===== src/rtl/pushbutton_emulator.sv =====
// Pushbutton emulator: queues up/down requests and replays them as short/long presses with a release gap.
// Define PB_EMU_INVERT_EN to make pushbutton_o active-low (idles high, low while pressed).
module pushbutton_emulator #(
  parameter int SHORT_MS = 100,
  parameter int LONG_MS  = 1500,
  parameter int GAP_MS   = 300,
  parameter int DEPTH    = 4
) (
  input  logic                     clk_1khz_i,
  input  logic                     rst_i,
  input  logic                     up_req_i,
  input  logic                     down_req_i,
  output logic                     pushbutton_o,
  output logic                     busy_o,
  output logic                     done_o,
  output logic                     drop_o,
  output logic [$clog2(DEPTH):0]   pending_o
);

  localparam int AW = $clog2(DEPTH);
  localparam int CW = AW + 1;
  localparam logic [15:0]   SHORT_LOAD = 16'(SHORT_MS - 1);
  localparam logic [15:0]   LONG_LOAD  = 16'(LONG_MS - 1);
  localparam logic [15:0]   GAP_LOAD   = 16'(GAP_MS - 1);
  localparam logic [CW-1:0] FULL_CNT   = CW'(DEPTH);

  typedef enum logic [1:0] {IDLE, PRESS, GAP} state_t;

  state_t        state, state_nxt;
  logic [15:0]   cnt, cnt_nxt;
  logic          done_nxt;

  logic          mem [DEPTH];
  logic [AW-1:0] wr_ptr, rd_ptr;
  logic [CW-1:0] count;
  logic          req_one, req_both, full, empty, push, pop, head;

  // Command FIFO: 0 = short press, 1 = long press
  assign req_both = up_req_i & down_req_i;
  assign req_one  = up_req_i ^ down_req_i;
  assign full     = (count == FULL_CNT);
  assign empty    = (count == '0);
  // Fullness is judged before any same-cycle pop, so a push into a full queue is always lost
  assign push     = req_one & ~full;
  assign head     = mem[rd_ptr];

  always_ff @(posedge clk_1khz_i) begin
    if (push) mem[wr_ptr] <= down_req_i;
  end

  always_ff @(posedge clk_1khz_i or posedge rst_i) begin
    if (rst_i) begin
      wr_ptr <= '0;
      rd_ptr <= '0;
      count  <= '0;
      drop_o <= 1'b0;
    end else begin
      if (push) wr_ptr <= wr_ptr + AW'(1);
      if (pop)  rd_ptr <= rd_ptr + AW'(1);
      count  <= count + CW'(push) - CW'(pop);
      drop_o <= req_both | (req_one & full);
    end
  end

  // Press sequencer
  always_ff @(posedge clk_1khz_i or posedge rst_i) begin
    if (rst_i) begin
      state  <= IDLE;
      cnt    <= '0;
      done_o <= 1'b0;
    end else begin
      state  <= state_nxt;
      cnt    <= cnt_nxt;
      done_o <= done_nxt;
    end
  end

  always_comb begin
    state_nxt = state;
    cnt_nxt   = cnt;
    done_nxt  = 1'b0;
    pop       = 1'b0;
    unique case (state)
      IDLE: begin
        if (!empty) begin
          pop       = 1'b1;
          cnt_nxt   = head ? LONG_LOAD : SHORT_LOAD;
          state_nxt = PRESS;
        end
      end
      PRESS: begin
        if (cnt == '0) begin
          cnt_nxt   = GAP_LOAD;
          state_nxt = GAP;
        end else begin
          cnt_nxt = cnt - 16'd1;
        end
      end
      GAP: begin
        if (cnt == '0) begin
          state_nxt = IDLE;
          done_nxt  = 1'b1;
        end else begin
          cnt_nxt = cnt - 16'd1;
        end
      end
      default: state_nxt = IDLE;
    endcase
  end

  assign busy_o    = (state != IDLE);
  assign pending_o = count;

`ifdef PB_EMU_INVERT_EN
  assign pushbutton_o = (state != PRESS);
`else
  assign pushbutton_o = (state == PRESS);
`endif

endmodule

===== config.mk =====
export PLATFORM = sky130hd
export DESIGN_NAME = pushbutton_emulator
export DESIGN_NICKNAME = d
export VERILOG_FILES = /design/src/rtl/pushbutton_emulator.sv
export SDC_FILE = /design/constraint.sdc
export NUM_CORES = 1
export LEC_CHECK = 0
export BUFFER_PORTS_ARGS = -buffer_cell sky130_fd_sc_hd__buf_2
export CORE_ASPECT_RATIO = 2
export CORE_MARGIN = 4
export CORE_UTILIZATION = 45
export DETAILED_ROUTE_END_ITERATION = 8
export PLACE_DENSITY = 0.71
export SLEW_MARGIN = 20
export SYNTH_ARGS = -nofsm -noshare
export SYNTH_HDL_FRONTEND = slang
export SYNTH_SLANG_ARGS = --single-unit

===== constraint.sdc =====
create_clock -name clk_1khz_i -period 7.1 [get_ports clk_1khz_i]
set_input_delay 0.71 -clock clk_1khz_i [delete_from_list [all_inputs] [get_ports clk_1khz_i]]
set_output_delay 0.71 -clock clk_1khz_i [all_outputs]
set_load 0.01 [all_outputs]

After elaboration in Yosys (flattened, before gate mapping)
Memory sizes are Yosys's and may differ from the RTL's.
Cells that the tools add are included.
{ "totals": {"output_inout_bits": 7, "n_memories": 1, "regBits": 27, "ram_bits": 4, "wordCells": 48} }
{ "memory_table": {"columns": ["memory", "words", "width", "rd", "rd_ports_with_merged_regs", "write_ports", "line", "rtl"], "rows": [
  ["mem", 4, 1, 1, 0, 1, "33", "logic mem [DEPTH];"]
]} }
{ "classes": {"muxes": 15, "n_eq_ne": 7, "bitwise_logic": 6, "add_sub_neg": 5, "reduce_logical": 7} }
{ "ops": {"columns": ["operator", "n"], "rows": [
  ["$mux 16", 3],
  ["$pmux 16 s3", 1],
  ["$logic_not 16->1", 1],
  ["$sub 16x1->16 const B", 1],
  ["$mux 11", 1],
  ["$mux 1", 6],
  ["$mux 2", 3],
  ["$ne 2x2->1 const B", 3],
  ["$pmux 2 s3", 1],
  ["$reduce_and 3->1", 2],
  ["$add 2x1->2 const B", 2],
  ["$add 3x1->3", 1],
  ["$and 1x1->1", 3],
  ["$eq 3x3->1 const B", 1],
  ["$logic_not 3->1", 1],
  ["$reduce_bool 3->1", 1],
  ["$sub 3x1->3", 1],
  ["$eq 2x1->1 const B", 1],
  ["$eq 2x2->1 const B", 1],
  ["$logic_not 2->1", 1],
  ["$ne 2x1->1 const B", 1],
  ["$reduce_bool 2->1", 1],
  ["$not 1->1", 1],
  ["$or 1x1->1", 1],
  ["$xor 1x1->1", 1]
]} }

Logic depth before layout (Yosys ltp)
Gate-level depths: netlist (run 1).
{ "depth": {"depth_word": 5, "mapped_depth": 10, "mapped_depth_nobuf": 10} }

Least setup slack after synthesis (run 1)
No wires, ideal clock.
{ "synth_timing": {"path_kind": "input port to flip-flop", "from": "input up_req_i", "to": "register count[2], in the netlist pending_o[2]", "arrival_time_ns": 2.514, "setup_time_ns": 0.123, "path_slack_ns": 4.464, "stages": 9, "t_required_ns": 6.977, "path_cell_list": "ha_1 > a21boi_1 > inv_1 > ha_1 > inv_1 > ha_1 > fa_1 > xnor2_1 > xnor2_1"} }
{ "synth_via": {"elab_chain_len": 4} }
{ "synth_lines": {"columns": ["item", "line", "rtl"], "rows": [
  ["start, declared", "11", "input logic up_req_i,"],
  ["$xor 1x1->1", "40", "assign req_one = up_req_i ^ down_req_i;"],
  ["$and 1x1->1", "44", "assign push = req_one & ~full;"],
  ["$add 3x1->3", "60", "count <= count + CW'(push) - CW'(pop);"],
  ["$sub 3x1->3", "60", null],
  ["end signal, assigned", "60", null],
  ["end, declared", "35", "logic [CW-1:0] count;"]
]} }
No other way between the ends.
A chain may end at the register's enable or synchronous reset.

Final worst setup path (run 1)
{ "layout_timing": {"from": "register state[0]", "to": "register cnt[5]"} }
{ "layout_via": {"elab_chain_len": 3, "word_cells_on_any_way": 8, "cone_classes": "eq/ne: 4; mux: 1; reduce/logical: 3"} }
{ "layout_lines": {"columns": ["item", "line", "rtl"], "rows": [
  ["start, declared", "29", "state_t state, state_nxt;"],
  ["start signal, assigned", "72", "state <= state_nxt;"],
  ["$eq 2x2->1 (tied with other cells)", "83", "unique case (state)"],
  ["$ne 2x2->1 (no line) or $reduce_bool 3->1 (tied branches)", null, null],
  ["$reduce_and 3->1 (no line)", null, null],
  ["end signal, assigned", "73", "cnt <= cnt_nxt;"],
  ["end, declared", "30", "logic [15:0] cnt, cnt_nxt;"]
]} }
Several ways; a longest one is shown, not always the timed one.

==> out/qor.tcl, run 1 <==
set qor(grt_overflow) 0
set qor(setup.worst_path.start_class) {register}
set qor(worst_setup_hold_path_clk_slew_ps) 70
set qor(hold_path_class) {in2async}
set qor(wire_per_inst_um) 15.7
set qor(irDropWorstVdd_uv) 174
set qor(gr-usage-all-layers) 0.177
set qor(total_switching_power_uw) 166
set qor(p_leak_uw) 0.000896
set qor(numClockSinks) 31
set qor(leading_cell_type_in_the_layout_fill_and_taps_excluded) {dfrtp_1}
set qor(syn_to_final_growth_pct) 9.05
set qor(clock-root-buffer) {clkbuf_8}
set qor(place_worst_setup_slack_ps) 4100
set qor(power_density_nw_per_um2) 242
set qor(grt_first_pass_wirelength_um) 6990
set qor(antenna_found_initial) 0
set qor(final_core_utilization) 0.501
set qor(highest_count_cells_in_the_layout_ignoring_fill_and_taps) {dfrtp_1, inv_1, nor2_1, o21ai_0, a31oi_1}
set qor(placed_cells) 252
set qor(clock_power_share) 0.282
set qor(timing_hold_violations_final) 0
set qor(final_critical_path_share_of_the_clock_period) 0.378
set qor(timing.max_cap.violations) 0
set qor(grt_pass1_vias) 1531
set qor(cts_tree) {yes}
set qor(numCtsBuffers) 5
set qor(instances_no_fill) 260
set qor(syn-instance-count) 195
set qor(cts_htree_levels) 2
set qor(syn_avg_cell_area_um2) 9.64
set qor(required_ps) 7280
set qor(worstMarginPinSlew_ps) 1070
set qor(synthDominantCellAreaShare) 0.360
set qor(ctsLongestPathBuffers) 2
set qor(power_switching_share) 0.334
set qor(finalClockSkew_ps) 7.61
set qor(number_of_flops_mapped_to_enable_cells_by_yosys) 4
set qor(layout-drive-gt1-share) 0.159
set qor(detail_route.vias_per_cell) 5.84
set qor(core_region_area_um2) 4090
set qor(synth-seq-area-share) 0.423
set qor(die_h_um) 99.4
set qor(synth_top_cell_by_area) {dfrtp_1}
set qor(initialDrtViolationCount) 52
set qor(crit_fanout) 12
set qor(run_status) {complete, no violations}
set qor(dp.final_hpwl_um) 3170
set qor(p_int_uw) 331
set qor(grt_start_max_net_pins) 28
set qor(slew_headroom) 0.278
set qor(yosysWarningCount) 0
set qor(die_width_um) 53.7
set qor(synth_top_cells_by_area) {dfrtp_1, ha_1, edfxtp_1}
set qor(global_placement_routability_congestion) 0.878
set qor(top_level_i_o_count) 11
set qor(dr_pass1_iterations) 4
set qor(async_flop_share) 0.871
set qor(initial_core_utilization) 0.460
set qor(drv_slew) 0
set qor(mappedNetlistArea_um2) 1880
set qor(setup_viol) 0
set qor(cts_post_setup_buffers_inserted) 0
set qor(cts-resized-gates) 0
set qor(vias) 1518
set qor(time_the_worst_path_needs_with_i_o_delays_and_setup_ps) 2690
set qor(detail_route.drc_violations) 0
set qor(setup-tns-final_ps) 0
set qor(endpoint_kind) {register}
set qor(ys_dominant_reg_cell) {dfrtp_1}
set qor(fin_nets) 224
set qor(finalWirelength_um) 4080
set qor(power_frac_seq) 0.469
set qor(drt_antenna_net_count) 0
set qor(final.setup.worst_slack_ps) 4410
set qor(clock.fmax_mhz) 372
set qor(cts-hold-fix-buffers) 0
set qor(die_area_um2) 5340
set qor(syn_nets) 212
set qor(num_rows) 33
set qor(flops_latches_synth) 31
set qor(netlist-cell-type-count) 51
set qor(grt_setup_unrepaired) {false}
set qor(crit_type) {reg2reg}
set qor(insertion_delay_of_the_later_clocked_pin_in_the_worst_skew_pair_ps) 290
set qor(share_of_power_burned_in_combinational_logic) 0.249
set qor(antenna_cells_inserted) 0
set qor(count_of_buffers_inserted_at_the_top_level_ports) 10
set qor(timing.critical_path.arrival_ps) 2870
power by group through the flow:
stage                     clock [uW]  sequential (uW)  combinational (uW)
after CTS                        141              234                 127
after global placement             0              236                 122
after floorplan                    0              234                90.9
after detailed placement           0              236                 127
after global routing             150              238                 144
final                            140              233                 124
per-stage QoR:
step / area, um2 / hold WS (ps) / total power (uW)
2_1_floorplan: 1880 / 451 / 325
3_3_place_gp: 1960 / 481 / 358
3_5_place_dp: 1960 / 486 / 363
4_1_cts: 2050 / 495 / 502
5_1_grt: 2050 / 504 / 532
6_report: 2050 / 466 / 497
path summary, 6_finish.rpt:
kind / startpoint / to / slack, ps / cells after the start
worst max-delay path: state[0] / cnt[5] / 4410 / 7
worst min-delay path: rst_i / wr_ptr[0] / 470 / 2
worst max register to register: state[0] / cnt[5] / 4410 / 7
worst min register to register: rd_ptr[1] / rd_ptr[1] / 480 / 1
max in group asynchronous: rst_i / cnt[7] / 6250 / 2
min in group clk_1khz_i: rd_ptr[1] / rd_ptr[1] / 480 / 1
cell type report:
cell class | count | area (um2)
Clock inverter | 3 | 20.0
Multi-Input combinational cell | 142 | 986
Sequential cell | 31 | 796
Inverter | 17 | 63.8
Timing Repair Buffer | 10 | 50.0
Fill cell | 389 | 2040
Clock buffer | 5 | 68.8
Tap cell | 52 | 65.1
synth_stat cells (2+ instances only):
master	instances
dfrtp_1	27
ha_1	12
or2_2	2
nand2b_1	2
nand4_1	2
a22o_1	2
inv_1	17
nand3_1	4
nor3_1	8
nor2_1	15
o21ai_0	14
and2_1	8
xnor2_1	4
o22ai_1	2
edfxtp_1	4
a31oi_1	13
a21oi_1	11
buf_4	4
nand2_1	12
layer usage:
layer  vias to the layer above  track usage  part of all wire
met5                         -            0                 0
met4                         0        0.104             0.042
met3                        14       0.0375             0.031
met2                        32        0.308              0.57
met1                       741        0.183              0.36
li1                        731            -                 -
registers in the layout (all words and copies together) (netlist names):
signal	count
mem	4
pending_o	3
drop_o	1
state	2
cnt	16
rd_ptr	2
done_o	1
wr_ptr	2
kinds of logic after synthesis:
group	synth area share
simple gates	0.192
compound gates	0.196
flops	0.423
buf+inv	0.0519
fa+ha+maj	0.0905
xor+xnor	0.0233
mux	0.0233
worst max-delay path, stage by stage (launching register included):
cell,delay [ps]
dfrtp_1,390
inv_1,110
ha_1,320
or2_2,220
o21ai_0,180
a41oi_1,860
o21ai_0,220
a22o_1,280
No activity file was read; power rests on OpenSTA's default activity.
==> run 2, diff against run 1 <==
Settings changed: PLACE_DENSITY 0.71 to 0.73.
Clock period 7.1 ns to 2.3 ns, I/O delays scaled along.
==> out/qor.tcl, run 2 (synthesized netlist as in run 1, its figures left out) <==
set qor(count_of_buffers_inserted_at_the_top_level_ports) 10
set qor(timing.critical_path.arrival_ps) 2430
set qor(insertion_delay_of_the_later_clocked_pin_in_the_worst_skew_pair_ps) 290
set qor(cpPeakStageDelay_ps) 510
set qor(share_of_power_burned_in_combinational_logic) 0.245
set qor(leading_cell_type_in_the_layout_fill_and_taps_excluded) {dfrtp_1}
set qor(grt_setup_unrepaired) {true}
set qor(grt_pass1_vias) 1757
set qor(required_ps) 2480
set qor(endpoint_kind) {register}
set qor(highest_count_cells_in_the_layout_ignoring_fill_and_taps) {dfrtp_1, buf_4, nor2_1, inv_1}
set qor(crit_path_cell_trace) {inv_2 -> ha_4 -> or4b_4 -> nor3_4 -> buf_4 -> a41o_1 -> buf_4 -> a21oi_1 -> o21a_1}
set qor(layout-drive-gt1-share) 0.285
set qor(cts_htree_levels) 2
set qor(time_the_worst_path_needs_with_i_o_delays_and_setup_ps) 2250
set qor(placed_cells) 274
set qor(setup_viol) 0
set qor(power_density_nw_per_um2) 765
set qor(power_switching_share) 0.288
set qor(grt_start_max_net_pins) 28
set qor(hold_path_class) {in2reg}
set qor(detail_route.drc_violations) 0
set qor(cpMostUsedCell) {buf_4}
set qor(largest_reg_flops) 16
set qor(worst_r2r_endpoint) {cnt[3]}
set qor(global_placement_routability_congestion) 0.886
set qor(crit_type) {reg2reg}
set qor(vias) 1660
set qor(clock-root-buffer) {clkbuf_8}
set qor(gr-usage-all-layers) 0.199
set qor(finalWirelength_um) 4670
set qor(antenna_cells_inserted) 0
set qor(final_critical_path_share_of_the_clock_period) 0.980
set qor(core_region_area_um2) 4090
set qor(setup.worst_path.start_class) {register}
set qor(numCtsBuffers) 5
set qor(num_rows) 33
set qor(top_level_i_o_count) 11
set qor(wire_per_inst_um) 16.3
set qor(grt_first_pass_wirelength_um) 7860
set qor(total_switching_power_uw) 519
set qor(critical_path.reg2reg.startpoint) {cnt[1]}
set qor(irDropWorstVdd_uv) 656
set qor(timing.reg2reg.worst_path_depth) 9
set qor(dr_pass1_iterations) 4
set qor(slew_headroom) 0.616
set qor(timing_hold_violations_final) 0
set qor(clock_power_share) 0.359
set qor(cts_tree) {yes}
set qor(die_area_um2) 5340
set qor(detail_route.vias_per_cell) 5.78
set qor(fin_hold_ws_ps) 178
set qor(grt_overflow) 0
set qor(worst-r2r-setup-slack_ps) 50
set qor(die_h_um) 99.4
set qor(drv_slew) 0
set qor(p_int_uw) 1280
set qor(final_core_utilization) 0.576
set qor(slowest_stage) {or4b_4}
set qor(worstSetupStartpoint) {cnt[1]}
set qor(power_frac_seq) 0.396
set qor(run_status) {complete, no violations}
set qor(initialDrtViolationCount) 45
set qor(worst_setup_path_endpoint) {cnt[3]}
set qor(numClockSinks) 31
set qor(initial_core_utilization) 0.460
set qor(ctsLongestPathBuffers) 2
set qor(die_width_um) 53.7
set qor(timing.max_cap.violations) 0
set qor(fin_nets) 251
set qor(p_leak_uw) 0.00106
set qor(instances_no_fill) 287
set qor(crit_fanout) 5
set qor(antenna_found_initial) 0
set qor(worst_setup_hold_path_clk_slew_ps) 70
set qor(drt_antenna_net_count) 0
set qor(worstMarginPinSlew_ps) 572
set qor(finalClockSkew_ps) 5.36
set qor(register_with_the_most_flip_flops) {cnt}
set qor(clock.fmax_mhz) 444
set qor(dp.final_hpwl_um) 3460
set qor(syn_to_final_growth_pct) 25.2
run 2: area by class of cell:
class,instances,area (um2)
fill,351,1730
multi-input combinational,142,1030
sequential,31,796
timing repair buffer,37,259
clock buffer,5,68.8
clock inverter,3,67.6
tap,52,65.1
inverter,17,63.8
run 2: through the flow:
step | setup WS [ps] | power, uW | cell area (um2) | setup TNS (ps)
2_1_floorplan | 6.40 | 1000 | 1880 | 0
3_3_place_gp | 66.6 | 1130 | 2130 | 0
3_5_place_dp | 24.5 | 1150 | 2130 | 0
4_1_cts | -3.35 | 1800 | 2290 | -3.35
5_1_grt | -29.5 | 1910 | 2350 | -99.0
6_report | 45.4 | 1800 | 2350 | 0
run 2: how the worst min path moves through the flow:
stage | endpoint | cells after the start | slack (ps) | startpoint
final | mem[0] | 1 | 180 | down_req_i
after global routing | mem[0] | 1 | 200 | down_req_i
after CTS | mem[0] | 1 | 180 | down_req_i
after detailed placement | rd_ptr[1] | 3 | 310 | rst_i
after global placement | wr_ptr[1] | 3 | 300 | rst_i
after floorplan | cnt[0] | 1 | 280 | rst_i
run 2: repair_timing:
item                                    4_1_cts  5_1_grt
endpoints found under the setup margin        6       18
gates resized for setup                       3       11
setup buffers                                 0        4
pin swaps                                     0        5
hold endpoints to repair                      4        0
hold buffers                                  1        0
run 2: routing by layer:
| metal | routed length (um) | track usage | vias to the layer above |
|---|---|---|---|
| met3 | 142 | 0.0345 | 17 |
| met1 | 1690 | 0.195 | 821 |
| met2 | 2640 | 0.352 | 38 |
| li1 | - | - | 784 |
| met5 | 0 | 0 | - |
| met4 | 194 | 0.138 | 0 |
run 2: power groups by stage:
stage                     Combinational, uW  Clock (uW)  Sequential [uW]
after floorplan                         281           0              722
after global placement                  414           0              720
after detailed placement                429           0              721
after CTS                               434         653              712
after global routing                    507         679              726
final                                   441         646              714
run 2: worst max-delay path, delay by kind of cell (launching register included):
kind	cells	cell delay [ps]
compound gates	3	480
fa+ha+maj	1	120
buf+inv	3	400
flops	1	400
simple gates	2	730
==> run 3, diff against run 2 <==
Settings changed: PLACE_DENSITY 0.73 to 0.71.
Clock period 2.3 ns to 2.6 ns, I/O delays scaled along.
==> out/qor.tcl, run 3 (synthesized netlist as in run 1, its figures left out) <==
set qor(wire_per_inst_um) 17.0
set qor(layout.filler_cells) 353
set qor(setup_viol) 0
set qor(grt_start_max_net_pins) 28
set qor(clock_power_share) 0.318
set qor(finalWirelength_um) 4620
set qor(worst_setup_hold_path_clk_slew_ps) 70
set qor(dp.final_hpwl_um) 3500
set qor(crit_type) {reg2reg}
set qor(final.setup.worst_slack_ps) 177
set qor(die_area_um2) 5340
set qor(slew_headroom) 0.582
set qor(cts_htree_levels) 2
set qor(antenna_cells_inserted) 0
set qor(grt_pass1_vias) 1720
set qor(vias) 1612
set qor(num_rows) 33
set qor(core_region_area_um2) 4090
set qor(fin_nets) 235
set qor(cts-hold-fix-buffers) 0
set qor(timing_hold_violations_final) 0
set qor(cts-resized-gates) 0
set qor(power_frac_seq) 0.434
set qor(cts_tree) {yes}
set qor(total_switching_power_uw) 449
set qor(grt_first_pass_wirelength_um) 7940
set qor(run_status) {complete, no violations}
set qor(irDropWorstVdd_uv) 670
set qor(detail_route.vias_per_cell) 5.95
set qor(initial_core_utilization) 0.460
set qor(drv_slew) 0
set qor(timing.critical_path.arrival_ps) 2610
set qor(numClockSinks) 31
set qor(global_placement_routability_congestion) 0.924
set qor(grt_setup_unrepaired) {false}
set qor(required_ps) 2780
set qor(leading_cell_type_in_the_layout_fill_and_taps_excluded) {dfrtp_1}
set qor(power_switching_share) 0.307
set qor(clock.fmax_mhz) 413
set qor(crit_path_cell_trace) {inv_1 -> ha_1 -> or4b_2 -> o21ai_0 -> a41o_1 -> buf_4 -> a21oi_1 -> o21a_1}
set qor(syn_to_final_growth_pct) 14.4
set qor(p_int_uw) 1010
set qor(worstMarginPinSlew_ps) 626
set qor(detail_route.drc_violations) 0
set qor(share_of_power_burned_in_combinational_logic) 0.248
set qor(crit_fanout) 8
set qor(ctsLongestPathBuffers) 2
set qor(die_h_um) 99.4
set qor(count_of_buffers_inserted_at_the_top_level_ports) 10
set qor(worstPathBufferInverterCount) 2
set qor(place_worst_setup_slack_ps) 224
set qor(setup-tns-final_ps) 0
set qor(cpPeakStageDelay_ps) 620
set qor(antenna_found_initial) 0
set qor(initialDrtViolationCount) 79
set qor(insertion_delay_of_the_later_clocked_pin_in_the_worst_skew_pair_ps) 290
set qor(grt_overflow) 0
set qor(gr-usage-all-layers) 0.205
set qor(setup.worst_path.start_class) {register}
set qor(hold_path_class) {in2async}
set qor(power_density_nw_per_um2) 679
set qor(largest_reg_flops) 16
set qor(timing.max_cap.violations) 0
set qor(register_with_the_most_flip_flops) {cnt}
set qor(time_the_worst_path_needs_with_i_o_delays_and_setup_ps) 2420
set qor(highest_count_cells_in_the_layout_ignoring_fill_and_taps) {dfrtp_1, inv_1, nor2_1, o21ai_0, a31oi_1}
set qor(dr_pass1_iterations) 4
set qor(endpoint_kind) {register}
set qor(slowest_stage) {or4b_2}
set qor(p_leak_uw) 0.000968
set qor(clock-root-buffer) {clkbuf_8}
set qor(cts_post_setup_buffers_inserted) 0
set qor(final_critical_path_share_of_the_clock_period) 0.932
set qor(numCtsBuffers) 5
set qor(worst_path_dominant_cell_family) {compound AO/OA/AOI/OAI gates}
set qor(layout-drive-gt1-share) 0.192
set qor(finalClockSkew_ps) 8.31
set qor(drt_antenna_net_count) 0
set qor(top_level_i_o_count) 11
set qor(die_width_um) 53.7
==> run 3: cell types whose count changed in the layout (fill, tap and decap cells not counted), sizes merged <==
cell | previous run | this run
bufinv | 2 | 1
buf | 36 | 21
dlygate4sd3 | 1 | 0
clkinvlp | 1 | 0
clkinv | 0 | 2
==> run 3: power by group through the flow <==
stage	clock network, uW	logic [uW]	registers [uW]
2_1_floorplan	0	248	639
3_3_place_gp	0	356	644
3_5_place_dp	0	364	644
4_1_cts	471	370	635
5_1_grt	489	419	646
6_report	464	362	634
==> run 3: worst min-delay path, delay by kind of cell <==
family | cells | cell delay (ps)
buffers and inverters | 3 | 450
==> run 3: per-layer routing <==
layer | global-route usage | up-vias | part of all wire
met3 | 0.0450 | 23 | 0.041
met2 | 0.362 | 67 | 0.57
met5 | 0 | - | 0
li1 | - | 754 | -
met4 | 0.156 | 0 | 0.059
met1 | 0.188 | 768 | 0.33
==> run 3: worst paths after layout <==
check                            from        end  slack [ps]  depth (start not counted)
max                          state[0]     cnt[3]         180                          8
min                             rst_i     cnt[4]          20                          3
max reg2reg                  state[0]     cnt[3]         180                          8
min reg2reg                 rd_ptr[1]  rd_ptr[1]         490                          1
max in group asynchronous       rst_i   state[0]        2300                          3
min in group clk_1khz_i    down_req_i     mem[2]         210                          1
==> run 3: area by class of cell <==
class	instances	area [um2]	area share
multi-input combinational	142	986	0.458
inverter	17	63.8	0.0297
sequential	31	796	0.370
timing repair buffer	21	133	0.0617
clock buffer	5	68.8	0.0320
clock inverter	3	38.8	0.0180
tap	52	65.1	0.0303
==> run 3: per-stage QoR <==
step	hold slack [ps]	utilization	std cells	power, uW	area [um2]
after global routing	48.6	0.526	271	1550	2150
after CTS	39.3	0.526	271	1480	2150
after global placement	336	0.500	263	1000	2040
after detailed placement	347	0.500	263	1010	2040
after floorplan	313	-	195	887	1880
final	20.3	0.526	271	1460	2150
